### src/rtl/avr_io_intc.sv
// avr_io_intc: interrupt controller on the AVR I/O bus.
// Synchronises the raw request lines and keeps a per-line enable mask and an
// edge/level mode. Edge captures are latched as pending bits. The lowest
// numbered active request is presented to the core as iflag/ivect.
// The four-register window is IER, IMODE, IPR and ISTAT.
module avr_io_intc #(
    parameter int N_IRQ  = 8,
    parameter int VECT_W = 3
) (
    input  logic              clk,
    input  logic              rst,
    input  logic              io_re,
    input  logic              io_we,
    input  logic [1:0]        io_a,
    input  logic [7:0]        io_din,
    output logic [7:0]        io_dout,
    input  logic [N_IRQ-1:0]  irq,
    output logic              iflag,
    output logic [VECT_W-1:0] ivect,
    input  logic              iack,
    input  logic [VECT_W-1:0] iack_vect
);

    localparam logic [1:0] ADDR_IER   = 2'd0;
    localparam logic [1:0] ADDR_IMODE = 2'd1;
    localparam logic [1:0] ADDR_IPR   = 2'd2;
    localparam logic [1:0] ADDR_ISTAT = 2'd3;

    logic [N_IRQ-1:0] s1_q, s1_d;
    logic [N_IRQ-1:0] s2_q, s2_d;
    logic [N_IRQ-1:0] ier_q, ier_d;
    logic [N_IRQ-1:0] imode_q, imode_d;
    logic [N_IRQ-1:0] pend_q, pend_d;

    logic [N_IRQ-1:0] reqVec;
    logic [N_IRQ-1:0] edgeSeen;
    logic [N_IRQ-1:0] ackClr;
    logic [N_IRQ-1:0] swClr;
    logic [N_IRQ-1:0] iprView;
    logic [7:0]       ierRd;
    logic [7:0]       imodeRd;
    logic [7:0]       iprRd;
    logic [7:0]       istatRd;

    // Active requests and the winning vector; the lowest numbered line wins.
    always_comb begin
        reqVec = ((imode_q & pend_q) | (~imode_q & s1_q)) & ier_q;
        iflag  = |reqVec;
        ivect  = '0;
        for (int i = N_IRQ - 1; i >= 0; i--) begin
            if (reqVec[i]) begin
                ivect = VECT_W'(i);
            end
        end
    end

    // Next state. A fresh edge outranks an ack or software clear of the same
    // line, and level lines never hold a pending bit.
    always_comb begin
        edgeSeen = s1_q & ~s2_q;
        ackClr   = '0;
        for (int i = 0; i < N_IRQ; i++) begin
            if (iack && (iack_vect == VECT_W'(i))) begin
                ackClr[i] = 1'b1;
            end
        end
        swClr = '0;
        if (io_we && (io_a == ADDR_IPR)) begin
            swClr = io_din[N_IRQ-1:0];
        end
        pend_d  = ((pend_q & ~(ackClr | swClr)) | edgeSeen) & imode_q;
        ier_d   = (io_we && (io_a == ADDR_IER))   ? io_din[N_IRQ-1:0] : ier_q;
        imode_d = (io_we && (io_a == ADDR_IMODE)) ? io_din[N_IRQ-1:0] : imode_q;
        s1_d    = irq;
        s2_d    = s1_q;
    end

    // Register update; reset wins over any write, ack or edge in that cycle.
    always_ff @(posedge clk) begin
        if (rst) begin
            s1_q    <= '0;
            s2_q    <= '0;
            ier_q   <= '0;
            imode_q <= '0;
            pend_q  <= '0;
        end else begin
            s1_q    <= s1_d;
            s2_q    <= s2_d;
            ier_q   <= ier_d;
            imode_q <= imode_d;
            pend_q  <= pend_d;
        end
    end

    // Read mux; it drives zero when not selected because the top level ORs
    // all window read data together.
    always_comb begin
        iprView = (imode_q & pend_q) | (~imode_q & s1_q);
        ierRd   = '0;
        imodeRd = '0;
        iprRd   = '0;
        for (int i = 0; i < N_IRQ; i++) begin
            ierRd[i]   = ier_q[i];
            imodeRd[i] = imode_q[i];
            iprRd[i]   = iprView[i];
        end
        istatRd               = '0;
        istatRd[VECT_W-1:0]   = ivect;
        istatRd[7]            = iflag;
        io_dout = '0;
        if (io_re) begin
            case (io_a)
                ADDR_IER:   io_dout = ierRd;
                ADDR_IMODE: io_dout = imodeRd;
                ADDR_IPR:   io_dout = iprRd;
                ADDR_ISTAT: io_dout = istatRd;
                default:    io_dout = '0;
            endcase
        end
    end

endmodule

### config.mk
export PLATFORM = sky130hd
export DESIGN_NAME = avr_io_intc
export DESIGN_NICKNAME = d
export VERILOG_FILES = /design/src/rtl/avr_io_intc.sv
export SDC_FILE = /design/constraint.sdc
export NUM_CORES = 1
export LEC_CHECK = 0
export CAP_MARGIN = 25
export CORE_ASPECT_RATIO = 1.5
export CORE_MARGIN = 4
export CORE_UTILIZATION = 51
export DETAILED_ROUTE_END_ITERATION = 12
export GPL_ROUTABILITY_DRIVEN = 0
export GPL_TIMING_DRIVEN = 0
export PLACE_DENSITY = 0.82
export SETUP_SLACK_MARGIN = 0.15
export SYNTH_ARGS = -nofsm -noshare
export SYNTH_HDL_FRONTEND = slang
export SYNTH_SLANG_ARGS = --single-unit
### constraint.sdc
create_clock -name clk -period 1.9 [get_ports clk]
set_input_delay 0.19 -clock clk [delete_from_list [all_inputs] [get_ports clk]]
set_output_delay 0.19 -clock clk [all_outputs]
set_load 0.05 [all_outputs]
== Yosys cells after proc, flatten, opt, wreduce, memory -nomap -nowiden ==
Cells that the tools add are included.
Cells by class
  eq/ne operators: 10
  mux-type cells: 19
  bitwise logic cells: 12
  reduce and logical (&&, ||, !) cells: 14
Operators by type and width (count)
  AND 8 bit: 6
  one-hot mux 8 bit (4 select lines): 1
  2-to-1 mux 3 bit: 8
  inverter 8 bit: 3
  OR 8 bit: 3
  2-to-1 mux 8 bit: 2
  == test 3 bit (second input constant): 4
  logical AND 1 bit: 11
  2-to-1 mux 1 bit: 8
  OR reduction 8 bit: 1
  == test 3 x 2 -> 1 bit (second input constant): 2
  == test 2 bit (second input constant): 2
  == test 3 x 1 -> 1 bit (second input constant): 1
  zero test 3 bit: 1
  == test 2 x 1 -> 1 bit (second input constant): 1
  zero test 2 bit: 1
Storage, ports and cells
  register bits after elaboration: 40
  input port bits: 26
  output and inout port bits: 12
  word-level logic and storage cells: 60

== Longest topological paths before layout ==
Gate-level depths: netlist of the first run.
  depth after elaboration: 14
  gate-level depth with buffers: 6
  depth with buffers taken out: 5

== Worst setup path before layout of the first run ==
No wires, ideal clock.
  path kind: reg2out
  start point: register imode_q[0], in the netlist imodeRd[0]
  end point: output port io_dout[2]
  data arrival time: 2.331 ns
  required time: 1.710 ns
  path slack: -0.621 ns
  stages on the path, launching flop included: 6
  path buffers: 0
  cell sequence: dfxtp_1 mux2_2 a22oi_1 o211a_1 nand3_1 a21oi_1
Between the ends
  cells in the longest elaborated chain, start to end: 7
  elaborated cells on any way between the ends: 8
  classes of those cells: 3 x mux; 5 x bitwise
RTL lines
  start: declaration: line 32  | logic [N_IRQ-1:0] imode_q, imode_d;
  start signal: assignment: line 90  | imode_q <= imode_d;
  inverter 8 bit: line 47  | reqVec = ((imode_q & pend_q) | (~imode_q & s1_q)) & ier_q;
  AND 8 bit: line 47
  OR 8 bit *: line 47
  AND 8 bit *: line 47
  2-to-1 mux 3 bit *: line 51  | if (reqVec[i]) begin
  via ivect[2]: line 19  | output logic [VECT_W-1:0] ivect,
  one-hot mux 8 bit (4 select lines) *: line 112  | case (io_a)
  2-to-1 mux 8 bit *: line 111  | if (io_re) begin
  end: declaration: line 16  | output logic [7:0] io_dout,
The timed path passes the listed nets; every way through them passes the cells marked *.

== Worst setup path after layout of the first run ==
  start point: register imode_q[6], in the netlist imodeRd[6]
  end point: output port io_dout[0]
Between the ends
  cells in the longest elaborated chain, start to end: 13
  elaborated cells on any way between the ends: 14
  classes of those cells: 9 x mux; 5 x bitwise
RTL lines (line)
  inverter 8 bit: 47
  AND 8 bit: 47
  OR 8 bit *: 47
  AND 8 bit *: 47
  2-to-1 mux 3 bit * (7 in series): 51
  one-hot mux 8 bit (4 select lines) *: 112
  2-to-1 mux 8 bit *: 111
Mark *: on every way between the ends. The rest lies on a longest branch, timed or not.

==> qor.csv, run 1 <==
stage;metric;value;unit
status;run status;complete, but fails checks;
status;failing checks;negative setup slack;
synthesis;area leader, netlist;dfxtp_1;
setup_path;CP Launch Point;imodeRd[6];
finish;Reg area;810.8;sq um
sta;fin. max-slew vios;0;
pwr;maximum VDD drop;0.6147;mV
synthesis;Seq cells post-synth;40;
synthesis;sequential area share after synthesis;39.70;%
sta;RSZ-0062 raised after global routing;true;
cts;H-Tree Level Count;2;
detailed_routing;DR WL/cell;17.13;um
sta;count of final setup violators;8;
sta;relative slew slack;64.38;%
sta;Tightest Pin Transition;0.5342;ns
cts;Longest Clk Path Bufs;2;
floorplanning;starting density of the core;53.79;%
pwr;PwrDens;687.8;nW/um^2
synthesis;Synth cell types;36;
min_path;Hold Crit Class;input port to flip-flop;
grt;antenna violations before repair;0;
sta;Fin. Hold Viols;0;
grt;first-pass GRT wire length;9535;um
floorplanning;Chip Width;59.35;um
cts;CTS Buf Count;5;
setup_path;family with the most delay on the worst path;compound AO/OA/AOI/OAI gates;
sta;Setup WS post-layout;-0.4290;ns
sta;post-route clock period utilization;122.6;%
grt;largest net degree at the start of global routing;13;
finish;FILL cells;286;
detailed_routing;DR top layer;met4;
synthesis;Post-Syn Nets;278;
setup_path;reg2reg start;pend_q[7];
setup_path;CP Depth;6;
placed_design;dpl cell area;2506;sq um
synthesis;number of flops mapped to enable cells by yosys;0;
setup_path;Critical path buffers and inverters;1;
sta;Final Critical Period;2.329;ns
setup_path;critical path class;flip-flop to output pin;
cts;clk_lat worst skew;0.29;ns
cts;clock slew at reported path FFs;0.08;ns
floorplanning;Rows;27;
synthesis;top-count cell post-synth;dfxtp_1;
placed_design;DPL Wire Length;4090;um
synthesis;Main synth FF type;dfxtp_1;
setup_path;Setup crit end;io_dout[0];
setup_path;worst-path maximum fanout;2;
detailed_routing;number of remaining DRC errors;0;
finish;nets;334;
setup_path;crit path capture type;output pin;
finish;layout cells sized above 1;24.27;%
finish;area of the multi-input gates;1222;sq um
detailed_routing;met2 WL;3077;um
cts;CTS tree;done;
synthesis;cell count after synthesis;252;
grt;GRT Resource Usage Total;24.83;%
flow_run;Max-cap violations;0;
sta;Layout Skew;0.003161;ns
synthesis;Yosys Warn Count;0;
cts;cts hold-fix bufs;0;
cts;root buffer cell;clkbuf_8;
detailed_routing;Vias/cell;5.886;
setup_path;Worst Path Required;1.71;ns
detailed_routing;via count;2072;
sta;fmax;429.4;MHz
synthesis;Yosys top cell area share;39.70;%
synthesis;Post-synth ARST share;0;%
grt;vias in the first global route;2060;
synthesis;top cells by area, synth;dfxtp_1 (40%), a21oi_1 (7.4%), nor2b_1 (7.4%), nand2_1 (7.3%), a32oi_1 (3.5%);
sta;Sum Neg Setup Slack;-1.922;ns
setup_path;Worst Reg-to-Reg Cells;2;
finish;Syn-to-layout area delta;39.76;%
detailed_routing;total wire length;6031;um
synthesis;synth cell count leaders;dfxtp_1 (40), nand2_1 (39), a21oi_1 (30);
setup_path;WP data arrival;2.14;ns
finish;Post-Layout Inst Area;2819;sq um
synthesis;Post-Syn Area;2017;sq um
finish;# diodes;0;
cts;Clock Sinks;40;
placed_design;# port buffers;36;
detailed_routing;drt pass-1 iters;4;
setup_path;critical path, cell by cell;mux2_4 > a221o_1 > a211oi_2 > a2bb2oi_4 > a41o_4 > buf_8;
detailed_routing;Antenna Nets Post-Route;0;
grt;total grt overflow;0;
floorplanning;die area;5046;sq um
floorplanning;io pins;38;
synthesis;synthesized area per cell;8.004;sq um
pwr;Leak Pwr;1.012;nW
setup_path;critical path's slowest cell;dfxtp_2;
setup_path;R2R Setup Slk;1.14;ns
floorplanning;chip height;85.02;um
detailed_routing;Met1 Wirelength;2380;um
floorplanning;core area;3750;sq um
setup_path;R2R Path End;pend_q[7];
detailed_routing;1st-iter DRT viols;96;
setup_path;crit-path max cell delay;0.35;ns
detailed_routing;met3 WL post-DR;402;um
setup_path;startpoint class of the critical path;flip-flop;
## registers in the layout (all words and copies together) (netlist names)
| name | flops |
|---|---|
| s2_q | 8 |
| pend_q | 8 |
| s1_q | 8 |
| imodeRd | 8 |
| ierRd | 8 |
## repair_timing
item | 4_1_cts | 5_1_grt
pin swaps | 10 | 5
cloned | 0 | 0
setup buffers | 10 | 3
resized for setup | 110 | 9
setup endpoints to repair | 12 | 12
## routing by layer
metal | up-vias | global-route usage (%)
met5 | - | 0
met4 | 0 | 11.34
met3 | 15 | 3.957
met2 | 89 | 42.09
met1 | 980 | 29.72
li1 | 988 | -
## report_power, final
| part | total (mW) | switching (mW) | leakage [nW] | internal, mW |
|---|---|---|---|---|
| clock network | 0.682 | 0.292 | 0.0552 | 0.390 |
| logic | 0.366 | 0.197 | 0.626 | 0.169 |
| registers | 0.891 | 0.0246 | 0.331 | 0.867 |
## cell type report
type	instances	share of cell area [%]
buffer	12	2.929
clock buffer	6	2.574
inverter	18	2.397
sequential	40	28.76
clock inverter	2	1.243
timing repair buffer	49	16.82
tap	43	1.909
multi-input combinational	182	43.36
## layout by cell type, fill, tap and decap left out, drive strengths merged, types with 14 or more instances in the layout
cell	count
a21oi	30
buf	26
clkbuf	19
clkdlybuf4s50	22
dfxtp	40
inv	18
nand2	39
nand3	14
nor2b	24
## kinds of logic (layout without fill, tap and decap cells)
group / count (synthesis) / in the layout / synth area share, %
buffers and inverters: 30 / 87 / 6.948
muxes: 8 / 8 / 4.590
and+or+nand+nor: 105 / 105 / 26.43
AOI/OAI and AO/OA: 69 / 69 / 22.33
DFF: 40 / 40 / 39.70
## worst min-delay path by stage
stage	from	end	slack (ns)	cells past startpoint
2_1_floorplan	irq[0]	s1_q[0]	0.32	1
3_3_place_gp	ierRd[4]	ierRd[4]	0.45	2
3_5_place_dp	ierRd[4]	ierRd[4]	0.46	2
4_1_cts	rst	s2_q[5]	0.31	2
5_1_grt	rst	s2_q[5]	0.30	2
6_report	rst	s2_q[5]	0.30	2
## stage by stage
stage                     total power [mW]  std cells  worst slack, ns  hold WS [ns]  utilization [%]
after floorplan                      1.095        252          -0.2094        0.3182                -
after global routing                 2.016        352          -0.4593        0.3034            75.18
after detailed placement             1.225        331          -0.9958        0.4550            66.83
after global placement               1.218        331          -0.9816        0.4515            66.83
final                                1.939        352          -0.4290        0.3014            75.18
after CTS                            1.931        349          -0.4677        0.3051            74.37
No activity file was read; power rests on OpenSTA's default activity.
==> run 2: changes to the inputs <==
CORE_MARGIN = not set   (was 4)
==> qor.csv, run 2 (synthesis results as in run 1) <==
stage;metric;value;unit;change
finish;# diodes;0;;unchanged
pwr;PwrDens;657.3;nW/um^2;was 687.8 nW/um^2
setup_path;crit-path max cell delay;0.35;ns;about the same
placed_design;Place WS;-1.002;ns;was -0.9958 ns
cts;CTS tree;done;;unchanged
setup_path;Critical path buffers and inverters;1;;unchanged
sta;fmax;432.8;MHz;was 429.4 MHz
detailed_routing;total wire length;6169;um;was 6031 um
setup_path;R2R Path End;imodeRd[0];;was pend_q[7]
pwr;maximum VDD drop;0.5703;mV;was 0.6147 mV
detailed_routing;DR WL/cell;17.48;um;was 17.13 um
setup_path;critical path class;flip-flop to output pin;;unchanged
grt;antenna violations before repair;0;;unchanged
sta;post-route clock period utilization;121.6;%;was 122.6%
cts;cts hold-fix bufs;0;;unchanged
detailed_routing;via count;2130;;was 2072
setup_path;WP data arrival;2.12;ns;was 2.14 ns
setup_path;Worst Path Required;1.71;ns;about the same
detailed_routing;number of remaining DRC errors;0;;unchanged
finish;nets;336;;was 334
cts;clock slew at reported path FFs;0.08;ns;about the same
grt;GRT Resource Usage Total;31.58;%;was 24.83%
sta;Sum Neg Setup Slack;-1.714;ns;was -1.922 ns
setup_path;reg2reg start;imodeRd[0];;was pend_q[7]
flow_run;Max-cap violations;0;;unchanged
finish;Syn-to-layout area delta;41.07;%;was 39.76%
detailed_routing;Antenna Nets Post-Route;0;;unchanged
setup_path;R2R Setup Slk;1.03;ns;was 1.14 ns
placed_design;DPL Wire Length;4051;um;was 4090 um
floorplanning;die area;4215;sq um;was 5046 sq um
sta;fin. max-slew vios;0;;unchanged
min_path;Worst Hold Path EP;s1_q[7];;was s2_q[5]
cts;Clock Sinks;40;;unchanged
sta;RSZ-0062 raised after global routing;true;;unchanged
pwr;Design Power;1.870;mW;was 1.939 mW
finish;most common cell after layout, fill and taps aside;nand2_1;;unchanged
cts;CTS Buf Count;5;;unchanged
grt;largest net degree at the start of global routing;12;;was 13
pwr;Leak Pwr;1.016;nW;was 1.012 nW
floorplanning;starting density of the core;54.28;%;was 53.79%
setup_path;startpoint class of the critical path;flip-flop;;unchanged
grt;first-pass GRT wire length;9404;um;was 9535 um
sta;Setup WS post-layout;-0.4108;ns;was -0.4290 ns
cts;clk_lat worst skew;0.29;ns;about the same
setup_path;CP Launch Point;imodeRd[6];;unchanged
detailed_routing;Vias/cell;6.034;;was 5.886
floorplanning;Chip Width;53.35;um;was 59.35 um
floorplanning;chip height;79.02;um;was 85.02 um
detailed_routing;Met1 Wirelength;2311;um;was 2380 um
placed_design;dpl cell area;2506;sq um;unchanged
finish;Post-Layout Inst Area;2845;sq um;was 2819 sq um
sta;Tightest Pin Transition;0.5959;ns;was 0.5342 ns
detailed_routing;drt pass-1 iters;7;;was 4
cts;Longest Clk Path Bufs;2;;unchanged
finish;layout cells sized above 1;24.52;%;was 24.27%
setup_path;family with the most delay on the worst path;compound AO/OA/AOI/OAI gates;;unchanged
min_path;Hold Crit Class;input port to flip-flop;;unchanged
detailed_routing;met2 WL;3150;um;was 3077 um
floorplanning;io pins;38;;unchanged
sta;count of final setup violators;8;;unchanged
cts;H-Tree Level Count;2;;unchanged
sta;relative slew slack;60.27;%;was 64.38%
min_path;hold path startpoint;rst;;unchanged
grt;total grt overflow;0;;unchanged
placed_design;# port buffers;36;;unchanged
setup_path;Worst Reg-to-Reg Cells;4;;was 2
detailed_routing;1st-iter DRT viols;117;;was 96
sta;hold slack;0.2871;ns;was 0.3014 ns
finish;most frequent cells in the layout;nand2_1 (39), dfxtp_1 (33), a21oi_1 (28);;was nand2_1 (39), dfxtp_1 (32), a21oi_1 (28)
setup_path;critical path, cell by cell;mux2_4 > a221o_1 > a211oi_4 > a2bb2oi_4 > a41o_4 > buf_8;;was mux2_4 > a221o_1 > a211oi_2 > a2bb2oi_4 > a41o_4 > buf_8
cts;root buffer cell;clkbuf_8;;unchanged
sta;Fin. Hold Viols;0;;unchanged
sta;Final Critical Period;2.311;ns;was 2.329 ns
floorplanning;core area;3716;sq um;was 3750 sq um
setup_path;crit path capture type;output pin;;unchanged
status;failing checks;negative setup slack;;unchanged
detailed_routing;met3 WL post-DR;427;um;was 402 um
status;run status;complete, but fails checks;;unchanged
floorplanning;Rows;27;;unchanged
detailed_routing;DR top layer;met4;;unchanged
grt;vias in the first global route;2004;;was 2060
sta;Layout Skew;0.009895;ns;was 0.003161 ns
finish;FILL cells;257;;was 286
setup_path;critical path's slowest cell;a221o_1;;was dfxtp_2
min_path;Hold Path Stages;2;;unchanged
setup_path;worst-path maximum fanout;2;;unchanged
## run 2: cell count changes in the layout (fill, tap and decap cells not counted), moves of 2 or more
| cell | delta |
|---|---|
| dfxtp_4 | +2 |
| dfxtp_2 | -3 |
| clkbuf_2 | -2 |
| buf_4 | +2 |
| clkbuf_8 | +2 |
## run 2: power by group
part | internal (mW) | total [mW] | switching [mW] | leakage [nW]
Sequential | 0.865 | 0.890 | 0.0254 | 0.331
Combinational | 0.173 | 0.371 | 0.198 | 0.635
Clock | 0.323 | 0.609 | 0.286 | 0.0503
## run 2: layout make-up
cell class / count / area (sq um) / share of cell area, %
multi-input combinational: 182 / 1232 / 43.32
sequential: 40 / 814.5 / 28.63
timing repair buffer: 51 / 498.0 / 17.50
clock buffer: 7 / 96.34 / 3.386
buffer: 12 / 82.58 / 2.902
inverter: 18 / 67.56 / 2.375
tap: 43 / 53.80 / 1.891
## run 2: worst max-delay path by stage
stage,slack (ns),endpoint,cells after the start
2_1_floorplan,-0.21,io_dout[0],5
3_3_place_gp,-0.99,io_dout[5],8
3_5_place_dp,-1.00,io_dout[6],8
4_1_cts,-0.45,io_dout[0],6
5_1_grt,-0.45,io_dout[0],6
6_report,-0.41,io_dout[0],6
## run 2: metrics by stage
step	std cells	util [%]
final	353	76.57
after global routing	353	76.57
after CTS	350	75.39
after detailed placement	331	67.44
after global placement	331	67.44
after floorplan	252	-
## run 2: worst reg2reg max path, cell delays in order, from the launching register on
cell and delay (ns):
dfxtp_4 0.35, buf_4 0.13, buf_4 0.13, nand2_1 0.05, a21oi_1 0.08
## run 2: per-layer routing
metal / up-vias / GRT usage [%]
li1: 996 / -
met2: 109 / 53.25
met4: 0 / 18.95
met3: 20 / 4.981
met5: - / 0
met1: 1005 / 35.69
## run 2: timing repair
| item | 4_1_cts | 5_1_grt |
|---|---|---|
| endpoints found under the setup margin | 13 | 12 |
| resized for setup | 109 | 11 |
| pin swaps | 11 | 10 |
| endpoints found under the hold margin | 0 | 0 |
| buffers inserted | 12 | 3 |
==> run 3: changes to the inputs <==
CAP_MARGIN = not set   (was 25)
==> results of run 3 <==
No change in the layout: final DEF, timing and power equal those of run 2.
